**config.mk**
```make
export PLATFORM = sky130hd
export DESIGN_NAME = ldst_control
export DESIGN_NICKNAME = d
export VERILOG_FILES = /design/src/rtl/cpu_pkg.sv /design/src/rtl/ctrl_decode.sv /design/src/rtl/ldst_control.sv
export SDC_FILE = /design/constraint.sdc
export NUM_CORES = 1
export LEC_CHECK = 0
export CORE_MARGIN = 2
export CORE_UTILIZATION = 31
export CTS_CLUSTER_SIZE = 8
export DETAILED_ROUTE_END_ITERATION = 6
export PLACE_DENSITY = 0.84
export SKIP_CTS_REPAIR_TIMING = 1
export SLEW_MARGIN = 20
export SYNTH_ARGS = -nofsm -noshare
export SYNTH_HDL_FRONTEND = slang
export SYNTH_SLANG_ARGS = --single-unit
export TNS_END_PERCENT = 1
```
**constraint.sdc**
```tcl
create_clock -name clk -period 4.3 [get_ports clk]
set_clock_uncertainty 0.2 [all_clocks]
set_input_delay 0.86 -clock clk [delete_from_list [all_inputs] [get_ports clk]]
set_output_delay 0.86 -clock clk [all_outputs]
set_load 0.02 [all_outputs]
```
**src/rtl/cpu_pkg.sv**
```systemverilog
`default_nettype none
// ============================================================================
//  Module      : cpu_pkg
//  Description : Opcode constants, T-state encoding and opcode class flags
//                shared by the load/store control unit.
//  Revision    : 1.0  initial release
// ============================================================================
package cpu_pkg;

  localparam logic [4:0] OPC_LD   = 5'b00000;
  localparam logic [4:0] OPC_LDI  = 5'b00001;
  localparam logic [4:0] OPC_ST   = 5'b00010;
  localparam logic [4:0] OPC_NOP  = 5'b11010;
  localparam logic [4:0] OPC_HALT = 5'b11011;

  typedef enum logic [3:0] {
    S_RESET = 4'd0,
    S_T0    = 4'd1,
    S_T1    = 4'd2,
    S_T2    = 4'd3,
    S_T3    = 4'd4,
    S_T4    = 4'd5,
    S_T5    = 4'd6,
    S_T6    = 4'd7,
    S_T7    = 4'd8,
    S_HALT  = 4'd9
  } state_e;

  typedef struct packed {
    logic is_ld;
    logic is_ldi;
    logic is_st;
    logic is_nop;
    logic is_halt;
    logic is_unsup;
  } op_class_t;

endpackage
`default_nettype wire

```
**src/rtl/ctrl_decode.sv**
```systemverilog
`default_nettype none
// ============================================================================
//  Module      : ctrl_decode
//  Description : Maps the 5-bit opcode to one-hot instruction class flags.
//  Revision    : 1.0  initial release
// ============================================================================
module ctrl_decode
  import cpu_pkg::*;
(
  input  logic [4:0] opcode,
  output op_class_t  op_class
);

  always_comb begin
    op_class = '0;
    case (opcode)
      OPC_LD:   op_class.is_ld    = 1'b1;
      OPC_LDI:  op_class.is_ldi   = 1'b1;
      OPC_ST:   op_class.is_st    = 1'b1;
      OPC_NOP:  op_class.is_nop   = 1'b1;
      OPC_HALT: op_class.is_halt  = 1'b1;
      default:  op_class.is_unsup = 1'b1;
    endcase
  end

endmodule
`default_nettype wire

```
**src/rtl/ldst_control.sv**
```systemverilog
`default_nettype none
// ============================================================================
//  Module      : ldst_control
//  Description : T-state sequencer for fetch plus ld / ldi / st / nop / halt.
//  Revision    : 1.0  initial release
// ============================================================================
module ldst_control
  import cpu_pkg::*;
#(
  parameter int IR_W    = 32,
  parameter int OPC_LSB = 27
) (
  input  logic            clk,
  input  logic            clr,
  input  logic [IR_W-1:0] ir,
  output logic            PCout,
  output logic            Zlowout,
  output logic            MDRout,
  output logic            Rout,
  output logic            BAout,
  output logic            Cout,
  output logic            MARIn,
  output logic            PCIn,
  output logic            MDRIn,
  output logic            IRIn,
  output logic            YIn,
  output logic            ZIn,
  output logic            RIn,
  output logic            Gra,
  output logic            Grb,
  output logic            IncPC,
  output logic            add,
  output logic            read,
  output logic            write,
  output logic            run,
  output logic            unsup
);

  state_e    state_q, state_d;
  logic      is_ldi_q, is_ldi_d;
  logic      is_st_q, is_st_d;
  op_class_t w_class;
  logic      w_mem_op;
  logic      w_unused_bits;

  ctrl_decode u_decode (
    .opcode   (ir[OPC_LSB +: 5]),
    .op_class (w_class)
  );

  assign w_mem_op      = w_class.is_ld | w_class.is_ldi | w_class.is_st;
  assign w_unused_bits = ^ir ^ w_class.is_nop;

  always_ff @(posedge clk) begin
    if (clr) begin
      state_q  <= S_RESET;
      is_ldi_q <= 1'b0;
      is_st_q  <= 1'b0;
    end else begin
      state_q  <= state_d;
      is_ldi_q <= is_ldi_d;
      is_st_q  <= is_st_d;
    end
  end

  // IR is only valid from T3 on, so the class needed by T5..T7 is captured there.
  always_comb begin
    state_d  = state_q;
    is_ldi_d = is_ldi_q;
    is_st_d  = is_st_q;
    case (state_q)
      S_RESET: state_d = S_T0;
      S_T0:    state_d = S_T1;
      S_T1:    state_d = S_T2;
      S_T2:    state_d = S_T3;
      S_T3: begin
        is_ldi_d = w_class.is_ldi;
        is_st_d  = w_class.is_st;
        if (w_mem_op)              state_d = S_T4;
        else if (w_class.is_halt)  state_d = S_HALT;
        else                       state_d = S_T0;
      end
      S_T4:    state_d = S_T5;
      S_T5:    state_d = is_ldi_q ? S_T0 : S_T6;
      S_T6:    state_d = S_T7;
      S_T7:    state_d = S_T0;
      S_HALT:  state_d = S_HALT;
      default: state_d = S_RESET;
    endcase
  end

  always_comb begin
    PCout   = 1'b0;
    Zlowout = 1'b0;
    MDRout  = 1'b0;
    Rout    = 1'b0;
    BAout   = 1'b0;
    Cout    = 1'b0;
    MARIn   = 1'b0;
    PCIn    = 1'b0;
    MDRIn   = 1'b0;
    IRIn    = 1'b0;
    YIn     = 1'b0;
    ZIn     = 1'b0;
    RIn     = 1'b0;
    Gra     = 1'b0;
    Grb     = 1'b0;
    IncPC   = 1'b0;
    add     = 1'b0;
    read    = 1'b0;
    write   = 1'b0;
    unsup   = 1'b0;
    run     = (state_q != S_RESET) && (state_q != S_HALT);
    case (state_q)
      S_T0: begin PCout = 1'b1; MARIn = 1'b1; IncPC = 1'b1; ZIn = 1'b1; end
      S_T1: begin Zlowout = 1'b1; PCIn = 1'b1; read = 1'b1; MDRIn = 1'b1; end
      S_T2: begin MDRout = 1'b1; IRIn = 1'b1; end
      S_T3: begin
        Grb   = w_mem_op;
        BAout = w_mem_op;
        YIn   = w_mem_op;
        unsup = w_class.is_unsup;
      end
      S_T4: begin Cout = 1'b1; add = 1'b1; ZIn = 1'b1; end
      S_T5: begin
        Zlowout = 1'b1;
        MARIn   = ~is_ldi_q;
        Gra     = is_ldi_q;
        RIn     = is_ldi_q;
      end
      // st drives the register onto the bus into MDR; ld pulls MDR from memory.
      S_T6: begin
        MDRIn = 1'b1;
        read  = ~is_st_q;
        Gra   = is_st_q;
        Rout  = is_st_q;
      end
      S_T7: begin
        write  = is_st_q;
        MDRout = ~is_st_q;
        Gra    = ~is_st_q;
        RIn    = ~is_st_q;
      end
      default: ;
    endcase
  end

endmodule
`default_nettype wire
```
# == Yosys cells after proc, flatten, opt, wreduce, memory -nomap -nowiden ==
# Index checks and enable logic that the tools add are counted.
# totals
reg_bits,6
output_inout_bits,21
# op_classes
eq_ne,14
muxes,25
bitwise,4
n_reduce_logical,9
# op_table
cell,n
4-bit one-hot mux with 9 select lines,1
"4-bit by 3-bit equality test with 1-bit output, second input constant",4
1-bit 2-to-1 mux,16
"5-bit equality test, second input constant",2
"4-bit by 2-bit equality test with 1-bit output, second input constant",2
"4-bit equality test, second input constant",2
4-bit 2-to-1 mux,2
1-bit one-hot mux with 2 select lines,4
2-bit OR reduction,4
"5-bit by 1-bit equality test with 1-bit output, second input constant",1
"5-bit by 2-bit equality test with 1-bit output, second input constant",1
5-bit logical NOT,1
5-bit OR reduction,1
"4-bit by 1-bit equality test with 1-bit output, second input constant",1
4-bit logical NOT,1
"4-bit != test, second input constant",1
4-bit nonzero test,1
3-bit 2-to-1 mux,1
1-bit one-hot mux with 3 select lines,1
1-bit inverter,2
1-bit OR,2
1-bit logical AND,1

# == Depth between registers and ports, before layout ==
# Gate-level depths: netlist of the first run.
# depth
depth_word,6
mapped_depth,5
depth_no_buf,3

# == By module ==
# A second synthesis of the first run with hierarchy kept.
# unflattened
hier_cells,79
hier_area_um2,614.3
# by_module_without_submodules
mod,instances,cells_each,area_per_inst_um2,seq_area_each_um2
ldst_control,1,66,541.8,120.1
ctrl_decode,1,13,72.6,0.0

# == Worst setup path after synthesis of the first run ==
# No wires, ideal clock.
# synth_path
path_kind,input -> output
start,input port ir[27]
end,output port Grb
arrival_ns,2.028
t_required_ns,3.240
setup_slack_ns,1.212
stages,3
n_path_buf,1
path_cell_list,a211o_1 nor3_1 buf_4
# synth_via
elab_chain_cells,5
# synth_lines
item,line,rtl
from (decl),ldst_control.sv:15,"input logic [IR_W-1:0] ir,"
5-bit by 1-bit equality test with 1-bit output or 5-bit logical NOT (tied branches),ctrl_decode.sv:16,case (opcode)
1-bit 2-to-1 mux,ctrl_decode.sv:16,
1-bit OR,ldst_control.sv:51,assign w_mem_op = w_class.is_ld | w_class.is_ldi | w_class.is_st;
1-bit OR *,ldst_control.sv:51,
1-bit 2-to-1 mux *,-,
to (decl),ldst_control.sv:30,"output logic Grb,"
# Mark *: on every way between the ends. The rest lies on a longest branch, timed or not.

# == Worst setup path after layout of the first run ==
# layout_path
start,input port ir[27]
end,output port Grb
# layout_via
elab_chain_cells,5
# layout_lines
item,line,rtl
5-bit by 1-bit equality test with 1-bit output or 5-bit logical NOT (tied branches),ctrl_decode.sv:16,
1-bit 2-to-1 mux,ctrl_decode.sv:16,
1-bit OR,ldst_control.sv:51,
1-bit OR *,ldst_control.sv:51,
1-bit 2-to-1 mux *,ldst_control.sv:114,case (state_q)
# Marks and branches as above.

==> results of run 1 <==
==> kinds of logic (layout without fill, tap and decap cells) <==
family                    Yosys count  in the layout
DFF                                 6              6
buffers and inverters              12             31
xor gates and xnor gates            2              2
AOI/OAI and AO/OA                  15             15
and+or+nand+nor                    42             42
==> metrics by stage <==
step	instance area, um^2	setup WS (ps)	hold slack [ps]
finish	822.0	569.9	299.8
global route	822.0	472.9	341.7
CTS	822.0	552.9	297.5
detailed placement	799.5	557.5	289.8
global placement	799.5	565.6	287.6
floorplan	561.8	1212	251.7
==> cell type report <==
cell class | count | area share, %
well taps | 25 | 3.805
repair buffers | 27 | 32.88
flip-flops and latches | 6 | 14.61
multi-input cells | 59 | 45.51
clock buffers | 3 | 2.740
inverters | 1 | 0.4566
==> per-layer routing <==
layer  track usage, %  part of all wire [%]  up-vias
li1                 -                     -      313
met1            15.58                    47      265
met2            20.00                    41       31
met3            3.137                   9.7        3
met4            8.571                   2.0        0
met5                0                     0        -
==> synth_stat cells, types with 2 or more instances <==
| library cell | count | share of area [%] |
|---|---|---|
| nor2_1 | 8 | 5.3 |
| clkbuf_1 | 6 | 4.0 |
| dfxtp_1 | 6 | 21 |
| o21ai_0 | 3 | 2.7 |
| nand2b_1 | 4 | 4.5 |
| nand2_1 | 5 | 3.3 |
| nand3_1 | 2 | 1.8 |
| a21oi_1 | 7 | 6.2 |
| nand4b_1 | 3 | 4.7 |
| nor3_1 | 5 | 4.5 |
| buf_4 | 4 | 5.3 |
| nor3b_1 | 4 | 5.3 |
==> where the power goes <==
group / leakage [nW] / total, mW / internal [mW] / switching (mW)
Combinational: 0.230 / 0.0587 / 0.0313 / 0.0274
Clock: 0.0138 / 0.0537 / 0.0317 / 0.0221
Sequential: 0.0490 / 0.0673 / 0.0580 / 0.00926
==> flip-flops by register name (all words and copies together) (netlist names) <==
signal,cells
is_st_q,1
state_q,4
is_ldi_q,1
==> how the worst max path moves through the flow <==
stage / startpoint / to / slack [ps]
6_report: ir[27] / Grb / 570
2_1_floorplan: ir[27] / Grb / 1210
4_1_cts: ir[27] / Grb / 550
5_1_grt: ir[27] / BAout / 470
3_5_place_dp: ir[27] / Grb / 560
3_3_place_gp: ir[27] / BAout / 570
==> critical path, delay by kind of cell <==
kind	cells	cell delay (ps)
simple gates	1	340
compound gates	1	330
buf+inv	2	1140
==> results.sh, run 1 <==
export IMPL_synth_compound_area_share_pct=16.70
export IMPL_rr_startpoint="state_q[2]$_SDFF_PP0_"
export IMPL_regArea_um2=120.1
export IMPL_ys_ff_latch=6
export IMPL_final_common_cell="clkdlybuf4s50_1"
export IMPL_syn_area_per_cell_um2=7.296
export IMPL_h_tree_depth=1
export IMPL_syn_nets=111
export IMPL_synth_edf_count=0
export IMPL_synth_mux_area_share_pct=0
export IMPL_cpPeakStageDelay_ps=690
export IMPL_cp_end_kind="primary output"
export IMPL_vias=612
export IMPL_first_global_vias=479
export IMPL_multi_input_area_um2=374.1
export IMPL_ys_async_sr_fraction_pct=0
export IMPL_path_cells="clkdlybuf4s50_1 > a211o_1 > nor3_1 > clkdlybuf4s50_1"
export IMPL_synth_top_family_by_area="simple AND/OR/NAND/NOR gates"
export IMPL_syn_inst=77
export IMPL_ys_seq_area_share_pct=21.38
export IMPL_max_freq_mhz=268.1
export IMPL_crit_type="primary input to primary output"
export IMPL_clkTransAtPathRegs_ps=50
export IMPL_rows=15
export IMPL_cts_root_buf="clkbuf_4"
export IMPL_track_usage_pct=12.91
export IMPL_antenna_found_initial=0
export IMPL_synth_flop_cell="dfxtp_1"
export IMPL_synthDistinctLibCells=32
export IMPL_syn_area_um2=561.8
export IMPL_ys_warn_count=0
export IMPL_reg2reg_to="state_q[3]$_SDFF_PP0_"
export IMPL_cpMostUsedCell="clkdlybuf4s50_1"
export IMPL_hold_class="flip-flop to flip-flop"
export IMPL_grt_max_degree=22
export IMPL_clk_path_buf_depth=2
export IMPL_hold_path_depth=2
export IMPL_first_pass_iters=4
export IMPL_fin_cells=121
export IMPL_dp_cells=118
export IMPL_crit_arrival_ps=2670
export IMPL_yosys_area_share_simple_pct=46.77
export IMPL_finalCritPeriodShare_pct=86.75
export IMPL_final_cell_mix="clkdlybuf4s50_1, nor2_1, a21oi_1"
export IMPL_synth_xor_area_share_pct=3.118
export IMPL_hp_start="is_ldi_q$_SDFFE_PP0P_"
export IMPL_reg2reg_slack_ps=2150
export IMPL_core_area_um2=1708
export IMPL_tightest_slew_ps=622.4
export IMPL_tns_ps=0
export IMPL_hold_violations=0
export IMPL_numPortBuffers=27
export IMPL_drc=0
export IMPL_diodes=0
export IMPL_period_needed_ps=3730
export IMPL_power_leakage_nw=0.2926
export IMPL_critPathMaxFanout=4
export IMPL_hold_path_endpoint="is_ldi_q$_SDFFE_PP0P_"
export IMPL_nFillCells=170
export IMPL_grt_pass1_wl_mm=1.973
export IMPL_rsz0062_at_grt="false"
export IMPL_cap_violations=0
export IMPL_power_density_nw_per_um2=218.6
export IMPL_start_kind="primary input"
export IMPL_nNetsFinal=132
export IMPL_drtAntennaViolNets=0
export IMPL_synth_fa_ha_area_share_pct=0
export IMPL_die_area_um2=2169
export IMPL_start_util_pct=32.89
export IMPL_cp_data_required_time_ps=3240
export IMPL_peakVddDrop_uv=169.5
export IMPL_syn2layout_area_growth_pct=46.33
export IMPL_vias_per_cell=5.058
export IMPL_status="finished clean"
export IMPL_top_level_ports=55
export IMPL_die_h_um=46.57
export IMPL_fin_util_pct=48.13
export IMPL_worst_slew_margin_rel_pct=58.45
export IMPL_final_max_slew_viol_count=0
export IMPL_numCtsBuffers=3
export IMPL_drive_gt1_share_pct=7.292
export IMPL_place_hpwl_um=937
export IMPL_routabilityCongestion=0.7434
export IMPL_reg2regPathDepth=3
export IMPL_cts_tree="yes"
export IMPL_setup_viol_count_final=0
export IMPL_drtIter0Drc=10
export IMPL_grt_remaining_overflow=0
export IMPL_slowest_stage="clkdlybuf4s50_1"
export IMPL_cts_sinks=6
export IMPL_p_total_uw=179.7
export IMPL_post_drt_wl_per_cell_um=10.60
export IMPL_die_w_um=46.57
export IMPL_wl_mm=1.283
export IMPL_clk_latency_ps=250
No activity file was read; power rests on OpenSTA's default activity.
==> inputs of run 2 (changes only) <==
CORE_UTILIZATION = 33   (was 31)
CTS_CLUSTER_SIZE = 25   (was 8)
PLACE_DENSITY = unset   (was 0.84)
PLACE_DENSITY_LB_ADDON = 0.2   (was unset)
SYNTH_HIERARCHICAL = 1   (was unset)
==> results.sh, run 2 <==
export IMPL_cp_data_required_time_ps=3240
export IMPL_h_tree_depth=1
export IMPL_syn_area_per_cell_um2=7.812
export IMPL_seqPwrFrac_pct=38.3
export IMPL_syn_nets=112
export IMPL_drtIter0Drc=8
export IMPL_die_h_um=46.97
export IMPL_crit_arrival_ps=2940
export IMPL_final_cell_mix="clkdlybuf4s50_1, nor2_1, dfxtp_1"
export IMPL_vias=604
export IMPL_diodes=0
export IMPL_drc=0
export IMPL_numCtsBuffers=3
export IMPL_period_needed_ps=4000
export IMPL_largest_reg_flops=4
export IMPL_top_register="state_q"
export IMPL_hold_class="flip-flop to flip-flop"
export IMPL_vias_per_cell=4.832
export IMPL_track_usage_pct=12.60
export IMPL_slowest_stage="clkdlybuf4s50_1"
export IMPL_multi_input_area_um2=392.9
export IMPL_numPortBuffers=27
export IMPL_tightest_slew_ps=528.2
export IMPL_start_kind="primary input"
export IMPL_p_int_uw=117.6
export IMPL_p_comb_share_pct=31.6
export IMPL_final_common_cell="clkdlybuf4s50_1"
export IMPL_clk_path_buf_depth=2
export IMPL_regArea_um2=120.1
export IMPL_rsz0062_at_grt="false"
export IMPL_crit_type="primary input to primary output"
export IMPL_hold_worst_slack_ps=383.9
export IMPL_routabilityCongestion=0.7905
export IMPL_power_density_nw_per_um2=196.3
export IMPL_grt_max_degree=17
export IMPL_nNetsFinal=136
export IMPL_setup_viol_count_final=0
export IMPL_cpPeakStageDelay_ps=600
export IMPL_post_drt_wl_per_cell_um=10.22
export IMPL_largestRegisters="state_q x4, is_ldi_q x1, is_st_q x1"
export IMPL_place_hpwl_mm=1.001
export IMPL_ys_warn_count=6
export IMPL_peakVddDrop_uv=152.9
export IMPL_cap_violations=0
export IMPL_status="finished clean"
export IMPL_rows=15
export IMPL_syn_inst=78
export IMPL_cts_tree="yes"
export IMPL_critPathMaxFanout=5
export IMPL_first_global_vias=470
export IMPL_path_cells="clkdlybuf4s50_1 > or4_1 > nor2_1 > nor3_1 > nand2b_1 > inv_1 > clkdlybuf4s50_1"
export IMPL_final_max_slew_viol_count=0
export IMPL_cpMostUsedCell="clkdlybuf4s50_1"
export IMPL_max_freq_mhz=250.0
export IMPL_finalCritPeriodShare_pct=93.02
export IMPL_top_level_ports=55
export IMPL_nFillCells=192
export IMPL_die_area_um2=2206
export IMPL_syn2layout_area_growth_pct=40.86
export IMPL_hold_violations=0
export IMPL_drtAntennaViolNets=0
export IMPL_antenna_found_initial=0
export IMPL_cts_root_buf="clkbuf_4"
export IMPL_grt_pass1_wl_mm=1.994
export IMPL_first_pass_iters=4
export IMPL_clkTransAtPathRegs_ps=40
export IMPL_clk_latency_ps=240
export IMPL_grt_remaining_overflow=0
export IMPL_wl_mm=1.277
export IMPL_drive_gt1_share_pct=11.00
export IMPL_start_util_pct=35.29
export IMPL_cp_end_kind="primary output"
export IMPL_worst_slew_margin_rel_pct=64.74
export IMPL_syn_area_um2=609.3
export IMPL_cts_sinks=6
export IMPL_clkPwrFrac_pct=30.1
export IMPL_power_leakage_nw=0.3036
export IMPL_switching_share_pct=30.18
export IMPL_die_w_um=46.97
export IMPL_switching_power_uw=50.83
export IMPL_core_area_um2=1727
export IMPL_tns_ps=0
export IMPL_p_total_uw=168.5
run 2: cell type report:
class	instances	share of cell area, %
inverters	5	2.478
flip-flops and latches	6	13.99
multi-input cells	59	45.77
repair buffers	27	31.49
clock buffers	3	2.624
well taps	25	3.644
run 2: final timing paths:
| path | cells past startpoint | end | slack, ps | from |
|---|---|---|---|---|
| setup / recovery | 7 | BAout | 300 | ir[31] |
| hold / removal | 2 | is_st_q$_SDFFE_PP0N_ | 380 | is_st_q$_SDFFE_PP0N_ |
| setup reg to reg | 3 | is_ldi_q$_SDFFE_PP0N_ | 2670 | state_q[2]$_SDFF_PP0_ |
| hold reg to reg | 2 | is_st_q$_SDFFE_PP0N_ | 380 | is_st_q$_SDFFE_PP0N_ |
run 2: metrics by stage:
stage               cells  area, um^2  setup slack [ps]  utilization (%)
floorplan              78       609.3              1174                -
global placement      122       835.8             300.7            48.41
detailed placement    122       835.8             287.1            48.41
CTS                   125       858.3             290.6            49.71
global route          125       858.3             163.3            49.71
finish                125       858.3             300.1            49.71
run 2: metal layers:
metal	up-vias	part of all wire, %	global-route usage, %
met5	-	0	0
met4	0	0	3.333
met3	0	5.7	4.615
met2	22	45	21.10
met1	265	49	15.24
li1	317	-	-
run 2: critical path, delay by kind of cell:
kind / cells / cell delay (ps)
buf+inv: 3 / 1160
simple gates: 4 / 920
run 2: power groups by stage:
stage	Combinational (mW)	Clock [mW]	Sequential, mW
2_1_floorplan	0.0361	0	0.0611
3_3_place_gp	0.0532	0	0.0653
3_5_place_dp	0.0536	0	0.0653
4_1_cts	0.0536	0.0535	0.0643
5_1_grt	0.0574	0.0566	0.0653
6_report	0.0532	0.0508	0.0645
